File: src/rtl/seg7_scan_driver_pkg.sv
// Shared definitions for the seven-segment scan path: FSM states, hex segment map
// and the cyclic next-enabled-digit search.
package seg7_scan_driver_pkg;

    typedef enum logic [1:0] {StIdle, StBlank, StShow} seg7_state_e;

    localparam int unsigned MaxDigits = 16;
    typedef logic [3:0] digit_idx_t;

    // Segment order {g,f,e,d,c,b,a}, a = bit 0.
    localparam logic [6:0] HexSegTable [16] = '{
        7'h3F, 7'h06, 7'h5B, 7'h4F, 7'h66, 7'h6D, 7'h7D, 7'h07,
        7'h7F, 7'h6F, 7'h77, 7'h7C, 7'h39, 7'h5E, 7'h79, 7'h71
    };

    // First set bit strictly after idx, wrapping modulo n; returns idx itself if it is
    // the only set bit. Passing idx = n-1 yields the lowest set bit.
    function automatic digit_idx_t next_set_bit(input logic [MaxDigits-1:0] mask,
                                                input digit_idx_t idx,
                                                input int unsigned n);
        digit_idx_t  res;
        logic        found;
        logic [31:0] cand;
        res   = idx;
        found = 1'b0;
        for (int unsigned k = 1; k <= MaxDigits; k++) begin
            cand = (32'(idx) + k) % n;
            if (!found && k <= n && mask[cand[3:0]]) begin
                res   = cand[3:0];
                found = 1'b1;
            end
        end
        return res;
    endfunction

endpackage

File: src/rtl/seg7_scan_driver_if.sv
// Display-side bundle between the register file / ALU and the scan driver.
interface seg7_scan_driver_if #(
    parameter int unsigned NUM_DIGITS = 6,
    parameter int unsigned PRESCALE_W = 16
);
    logic                    ena;
    logic [4*NUM_DIGITS-1:0] nibbles;
    logic [NUM_DIGITS-1:0]   digit_mask;
    logic [NUM_DIGITS-1:0]   dp_mask;
    logic [PRESCALE_W-1:0]   divider;
    logic [3:0]              blank_cycles;
    logic [7:0]              seg_out;
    logic [NUM_DIGITS-1:0]   digit_en;
    logic                    frame_tick;

    modport master (
        output ena, nibbles, digit_mask, dp_mask, divider, blank_cycles,
        input  seg_out, digit_en, frame_tick
    );

    modport slave (
        input  ena, nibbles, digit_mask, dp_mask, divider, blank_cycles,
        output seg_out, digit_en, frame_tick
    );
endinterface

File: src/rtl/bin_to_7seg_decoder.sv
// Nibble to {dp,g,f,e,d,c,b,a} segment pattern, active high.
module bin_to_7seg_decoder
    import seg7_scan_driver_pkg::*;
(
    input  logic [3:0] nibble_i,
    input  logic       dp_i,
    output logic [7:0] seg_o
);
    assign seg_o = {dp_i, HexSegTable[nibble_i]};
endmodule

File: src/rtl/seg7_scan_driver.sv
// Time-multiplexed seven-segment scanner: BLANK gap then SHOW on-time per enabled digit,
// with a frame tick on each wrap back to the first enabled digit.
module seg7_scan_driver
    import seg7_scan_driver_pkg::*;
#(
    parameter int unsigned NUM_DIGITS = 6,
    parameter int unsigned PRESCALE_W = 16
) (
    input logic               clk,
    input logic               rst_n,
    seg7_scan_driver_if.slave bus
);
    localparam digit_idx_t            LastIdx = digit_idx_t'(NUM_DIGITS - 1);
    localparam logic [PRESCALE_W-1:0] CntOne  = 1;

    seg7_state_e           state_q, state_d;
    digit_idx_t            idx_q, idx_d;
    logic [PRESCALE_W-1:0] cnt_q, cnt_d;
    logic                  tick_q, tick_d;
    logic [7:0]            seg_q;
    logic [NUM_DIGITS-1:0] den_q;

    logic [MaxDigits-1:0]  mask_ext;
    logic [PRESCALE_W-1:0] blank_ext;
    digit_idx_t            first_idx, step_idx;
    logic [3:0]            nib_d;
    logic                  dp_d;
    logic [NUM_DIGITS-1:0] onehot_d;
    logic [7:0]            seg_dec;

    assign mask_ext  = MaxDigits'(bus.digit_mask);
    assign blank_ext = PRESCALE_W'(bus.blank_cycles);
    assign first_idx = next_set_bit(mask_ext, LastIdx, NUM_DIGITS);
    assign step_idx  = next_set_bit(mask_ext, idx_q, NUM_DIGITS);

    always_comb begin
        state_d = state_q;
        idx_d   = idx_q;
        cnt_d   = cnt_q;
        tick_d  = 1'b0;
        if (bus.digit_mask == '0) begin
            state_d = StIdle;
            cnt_d   = '0;
        end else begin
            case (state_q)
                StIdle: begin
                    idx_d = first_idx;
                    if (bus.blank_cycles == 4'd0) begin
                        state_d = StShow;
                        cnt_d   = bus.divider;
                    end else begin
                        state_d = StBlank;
                        cnt_d   = '0;
                    end
                end
                // BLANK counts up so the reset entry needs no sampled load of blank_cycles.
                StBlank: begin
                    if ((cnt_q + CntOne) >= blank_ext) begin
                        state_d = StShow;
                        cnt_d   = bus.divider;
                    end else begin
                        cnt_d = cnt_q + CntOne;
                    end
                end
                StShow: begin
                    if (cnt_q == '0) begin
                        idx_d  = step_idx;
                        tick_d = (step_idx <= idx_q);
                        if (bus.blank_cycles == 4'd0) begin
                            state_d = StShow;
                            cnt_d   = bus.divider;
                        end else begin
                            state_d = StBlank;
                            cnt_d   = '0;
                        end
                    end else begin
                        cnt_d = cnt_q - CntOne;
                    end
                end
                default: begin
                    state_d = StBlank;
                    cnt_d   = '0;
                end
            endcase
        end
    end

    // Segments are decoded for the digit that will be shown after this edge.
    always_comb begin
        nib_d    = 4'h0;
        dp_d     = 1'b0;
        onehot_d = '0;
        for (int k = 0; k < NUM_DIGITS; k++) begin
            if (idx_d == digit_idx_t'(k)) begin
                nib_d       = bus.nibbles[4*k +: 4];
                dp_d        = bus.dp_mask[k];
                onehot_d[k] = 1'b1;
            end
        end
    end

    bin_to_7seg_decoder u_dec (
        .nibble_i (nib_d),
        .dp_i     (dp_d),
        .seg_o    (seg_dec)
    );

    always_ff @(posedge clk or negedge rst_n) begin
        if (!rst_n) begin
            state_q <= StBlank;
            idx_q   <= '0;
            cnt_q   <= '0;
            seg_q   <= '0;
            den_q   <= '0;
            tick_q  <= 1'b0;
        end else if (bus.ena) begin
            state_q <= state_d;
            idx_q   <= idx_d;
            cnt_q   <= cnt_d;
            seg_q   <= (state_d == StShow) ? seg_dec : 8'h00;
            den_q   <= (state_d == StShow) ? onehot_d : '0;
            tick_q  <= tick_d;
        end else begin
            tick_q  <= 1'b0;
        end
    end

    assign bus.seg_out    = seg_q;
    assign bus.digit_en   = den_q;
    assign bus.frame_tick = tick_q;

endmodule

File: src/flat_wrapper.sv
// flat-port wrapper written by rule: the top's interface ports become plain ports
module seg7_scan_driver_flat import seg7_scan_driver_pkg::*;
#(
    parameter int unsigned NUM_DIGITS = 6,
    parameter int unsigned PRESCALE_W = 16
)
  (clk, rst_n, bus_ena, bus_nibbles, bus_digit_mask, bus_dp_mask, bus_divider, bus_blank_cycles, bus_seg_out, bus_digit_en, bus_frame_tick);
  seg7_scan_driver_if #(.NUM_DIGITS(NUM_DIGITS), .PRESCALE_W(PRESCALE_W)) bus_i ();
  input logic clk;
  input logic rst_n;
  input wire logic [$bits(bus_i.ena)-1:0] bus_ena;
  input wire logic [$bits(bus_i.nibbles)-1:0] bus_nibbles;
  input wire logic [$bits(bus_i.digit_mask)-1:0] bus_digit_mask;
  input wire logic [$bits(bus_i.dp_mask)-1:0] bus_dp_mask;
  input wire logic [$bits(bus_i.divider)-1:0] bus_divider;
  input wire logic [$bits(bus_i.blank_cycles)-1:0] bus_blank_cycles;
  output wire logic [$bits(bus_i.seg_out)-1:0] bus_seg_out;
  output wire logic [$bits(bus_i.digit_en)-1:0] bus_digit_en;
  output wire logic [$bits(bus_i.frame_tick)-1:0] bus_frame_tick;
  assign bus_i.ena = bus_ena;
  assign bus_i.nibbles = bus_nibbles;
  assign bus_i.digit_mask = bus_digit_mask;
  assign bus_i.dp_mask = bus_dp_mask;
  assign bus_i.divider = bus_divider;
  assign bus_i.blank_cycles = bus_blank_cycles;
  assign bus_seg_out = bus_i.seg_out;
  assign bus_digit_en = bus_i.digit_en;
  assign bus_frame_tick = bus_i.frame_tick;
  seg7_scan_driver #(.NUM_DIGITS(NUM_DIGITS), .PRESCALE_W(PRESCALE_W)) u_core (.clk(clk), .rst_n(rst_n), .bus(bus_i));
endmodule
File: config.mk
export PLATFORM = sky130hd
export DESIGN_NAME = seg7_scan_driver_flat
export DESIGN_NICKNAME = d
export VERILOG_FILES = /design/src/rtl/seg7_scan_driver_pkg.sv /design/src/rtl/seg7_scan_driver_if.sv /design/src/rtl/bin_to_7seg_decoder.sv /design/src/rtl/seg7_scan_driver.sv /design/src/flat_wrapper.sv
export SDC_FILE = /design/constraint.sdc
export NUM_CORES = 1
export LEC_CHECK = 0
export BUFFER_PORTS_ARGS = -buffer_cell sky130_fd_sc_hd__buf_2
export CAP_MARGIN = 20
export CORE_MARGIN = 2
export CORE_UTILIZATION = 40
export DETAILED_ROUTE_END_ITERATION = 10
export PLACE_DENSITY_LB_ADDON = 0.15
export SKIP_LAST_GASP = 1
export SLEW_MARGIN = 20
export SYNTH_ARGS = -nofsm -noshare
export SYNTH_HDL_FRONTEND = slang
export SYNTH_HIERARCHICAL = 1
export SYNTH_SLANG_ARGS = --single-unit
File: constraint.sdc
create_clock -name clk -period 8.5 [get_ports clk]
set_input_delay 1.275 -clock clk [delete_from_list [all_inputs] [get_ports clk]]
set_output_delay 1.275 -clock clk [all_outputs]
set_load 0.05 [all_outputs]
==> flow_metrics.tcl <==
set metrics [dict create \
    unrepaired_setup_endpoints_after_global_routing "no" \
    viasPerCell 6.15 \
    worst_setup_hold_path_clk_slew_ns 0.07 \
    die_height_um 126 \
    ioPinCount 74 \
    antenna_found_initial 0 \
    worst_ep_arrival_time_ns 7.64 \
    outcome "complete, no violations" \
    gp_routability_congestion 0.953 \
    grt_start_max_net_pins 38 \
    count_of_final_max_slew_check_failures 0 \
    filler_cell_count_in_the_final_layout 1480 \
    synth_area_leader_cell "sky130_fd_sc_hd__dfrtp_1" \
    synth.ff_latch_count 37 \
    finalWorstPathRequiredPeriod_ns 7.45 \
    number_of_enable_type_register_cells_in_the_synthesized_netlist 0 \
    vias 6120 \
    cp_data_required_time_ns 8.68 \
    placement_rows 44 \
    fp.dieW_um 126 \
    fin_tns_setup_ns 0 \
    post_cts_setup_inserts 0 \
    clock_path_buffers 2 \
    synth.cell_area_um2 5970 \
    hold_violation_count_in_the_final_report 0 \
    crit_chain "buf_4 -> ha_1 -> nor3b_1 -> a21o_1 -> a21boi_1 -> or2_1 -> inv_2 -> ha_1 -> nand2_1 -> nor3_1 -> a31oi_1 -> a21oi_1 -> a2111oi_1 -> and3b_1 -> nor4_2 -> nand3_1 -> o31ai_1 -> o22ai_1 -> o21ai_1 -> nand3_1 -> o22ai_1 -> mux4_1 -> a22o_1" \
    synthTopCellsByCount "sky130_fd_sc_hd__nand2_1, sky130_fd_sc_hd__a21oi_1, sky130_fd_sc_hd__nor2_1" \
    regToRegSetupSlack_ns 1.05 \
    antenna-diode-count 0 \
    cts.hold.buffers_added 0 \
    tritoncts "done" \
    yosys_warnings 6 \
    wl_mm 17.7 \
    drive_gt1_share_pct 15.9 \
    drv.max_cap_violation_count 0 \
    synthCells 772 \
    start_util_pct 41.1 \
    wl_per_cell_um 17.8 \
    vias_in_the_first_global_route 6169 \
    finalSetupViolations 0 \
    overflow 0 \
    detail_route.drc_violations 0 \
    cts.htree.levels 2 \
    firstDrtPassIters 6 \
    synth.yosys.seq_area_share_pct 15.5 \
    setup.worst_path.class "flop to flop" \
    worst_r2r_startpoint "u_core/idx_q[1]$_DFFE_PN0P_" \
    core_region_area_um2 14500 \
    yosys.area.top_type_share_pct 15.1 \
    cts_root_buffer "sky130_fd_sc_hd__clkbuf_16" \
    worstSetupStartpointType "flop" \
    end_kind "flop" \
    post_drt_antenna_nets 0 \
    worst_skew_pair.late_latency_ns 0.29 \
    holdPathStages 1 \
    num-nets-final 914 \
    worst_hold_path.endpoint "u_core/bus.digit_en[3]$_DFFE_PN0P_" \
    worstPathMaxFanout 28 \
    worst_hold_path_type "flop to flop" \
    grt_pass1_wl_mm 29.9 \
    final.setup_skew_ns 0.00870 \
    tritoncts_num_sinks 37 \
    first_iter_violations 383 \
    fin_crit_sh_pct 87.7 \
    critPathMaxStageDelay_ns 0.87 \
    cts_repair_resized_insts 0 \
    slew-limit-headroom_pct 31.3 \
    total_die_area_um2 15900 \
    ys_top_cells_by_area "sky130_fd_sc_hd__dfrtp_1, sky130_fd_sc_hd__ha_1, sky130_fd_sc_hd__a21oi_1" \
    reg2reg_depth 23 \
    critical_path.slowest_cell "sky130_fd_sc_hd__o22ai_1" \
    yosysMostFrequentCell "sky130_fd_sc_hd__nand2_1" \
    area_growth_syn_to_layout_pct 9.71 \
    async_reset_ff_share_pct 100 \
    globalRouteTotalUtil_pct 22.4 \
    io_buffers 73 \
    min_from "u_core/bus.digit_en[3]$_DFFE_PN0P_" \
    post_synth_num_cell_types 98 \
    cts_inserted_buffers 5 \
    mean_instance_size_in_the_synthesized_netlist_um2 7.73 \
    r2r-end "u_core/bus.seg_out[3]$_DFFE_PN0P_" \
    worst_slew_pin_slew_ns 1.03 \
    synthesis.nets 876 \
    dp_hpwl_mm 13.6 \
    dominantRegCellSynth "sky130_fd_sc_hd__dfrtp_1" \
    fmax_mhz 134 \
]
layer usage:
layer	share of wire (%)	track usage [%]	vias up
li1	-	-	2998
met1	45	28.4	2910
met2	47	38.1	171
met3	5.3	4.46	41
met4	2.2	7.24	0
met5	0	0	-
metrics by stage:
step	instance area (µm²)	cells	hold WS, ns	util, %	worst slack (ns)
after floorplan	5970	772	0.525	-	1.96
after global placement	6350	987	0.480	43.7	1.51
after detailed placement	6350	987	0.469	43.7	1.15
after CTS	6550	995	0.497	45.0	1.13
after global routing	6550	995	0.521	45.0	0.400
final	6550	995	0.492	45.0	1.05
placed cells by master (no fill, tap or decap), drive strengths merged, types with 4 or more instances in the layout:
master,count
or3,14
ha,45
a22o,12
a31oi,10
clkbuf,5
a22oi,8
a21oi,61
o2111ai,4
nand2,63
nor3,30
mux2i,24
o31ai,7
buf,79
o21ai,45
o211ai,9
o32a,4
o311ai,6
a211oi,8
a21o,13
nor2,50
a221oi,5
nor4,14
mux2,9
xor2,10
xnor2,23
o21bai,4
nand2b,19
a211o,7
and2,4
o2bb2ai,17
nand4,7
or2,6
nor2b,12
inv,31
dfrtp,36
nand3,27
a21boi,7
nand3b,9
o22ai,14
area by class of cell:
cell class | instances | area (µm²) | share of cell area [%]
multi-input combinational | 654 | 4660 | 71.2
sequential | 37 | 927 | 14.2
timing repair buffer | 79 | 410 | 6.27
tap | 184 | 230 | 3.52
clock inverter | 3 | 68.8 | 1.05
inverter | 33 | 124 | 1.89
clock buffer | 5 | 125 | 1.91
cell families (layout without fill, tap and decap cells):
| kind of cell | count (synthesis) | in the layout | share of synthesized area [%] |
|---|---|---|---|
| simple gates | 270 | 270 | 24.0 |
| xor+xnor | 34 | 34 | 5.91 |
| compound gates | 271 | 271 | 32.5 |
| mux | 34 | 34 | 6.23 |
| fa+ha+maj | 45 | 45 | 9.43 |
| buf+inv | 81 | 120 | 6.35 |
| flops | 37 | 37 | 15.5 |
registers in the layout, indices dropped and copies added (netlist names):
register / cells
u_core/cnt_q: 16
u_core/bus.seg_out: 8
u_core/bus.digit_en: 6
u_core/idx_q: 4
u_core/state_q: 2
u_core/bus.frame_tick: 1
critical path, delay by kind of cell, from the launching register on:
family | cells | cell delay [ns]
adders and majority gates | 2 | 0.77
AOI/OAI and AO/OA | 10 | 2.89
muxes | 1 | 0.64
DFF | 1 | 0.34
and+or+nand+nor | 8 | 2.27
buffers and inverters | 2 | 0.42
how the worst max path moves through the flow:
| stage | startpoint | to | slack, ns | depth (start not counted) |
|---|---|---|---|---|
| final | u_core/idx_q[1]$_DFFE_PN0P_ | u_core/bus.seg_out[3]$_DFFE_PN0P_ | 1.05 | 23 |
| after global routing | u_core/idx_q[1]$_DFFE_PN0P_ | u_core/bus.seg_out[3]$_DFFE_PN0P_ | 0.40 | 23 |
| after CTS | u_core/idx_q[2]$_DFFE_PN0P_ | u_core/bus.seg_out[3]$_DFFE_PN0P_ | 1.13 | 24 |
| after detailed placement | u_core/idx_q[2]$_DFFE_PN0P_ | u_core/bus.seg_out[3]$_DFFE_PN0P_ | 1.15 | 22 |
| after global placement | u_core/idx_q[1]$_DFFE_PN0P_ | u_core/bus.seg_out[3]$_DFFE_PN0P_ | 1.51 | 19 |
| after floorplan | u_core/idx_q[1]$_DFFE_PN0P_ | u_core/bus.seg_out[3]$_DFFE_PN0P_ | 1.96 | 25 |
Power is not shown: default switching activity piles up to over one toggle a cycle in this logic, so the estimate is an artifact.
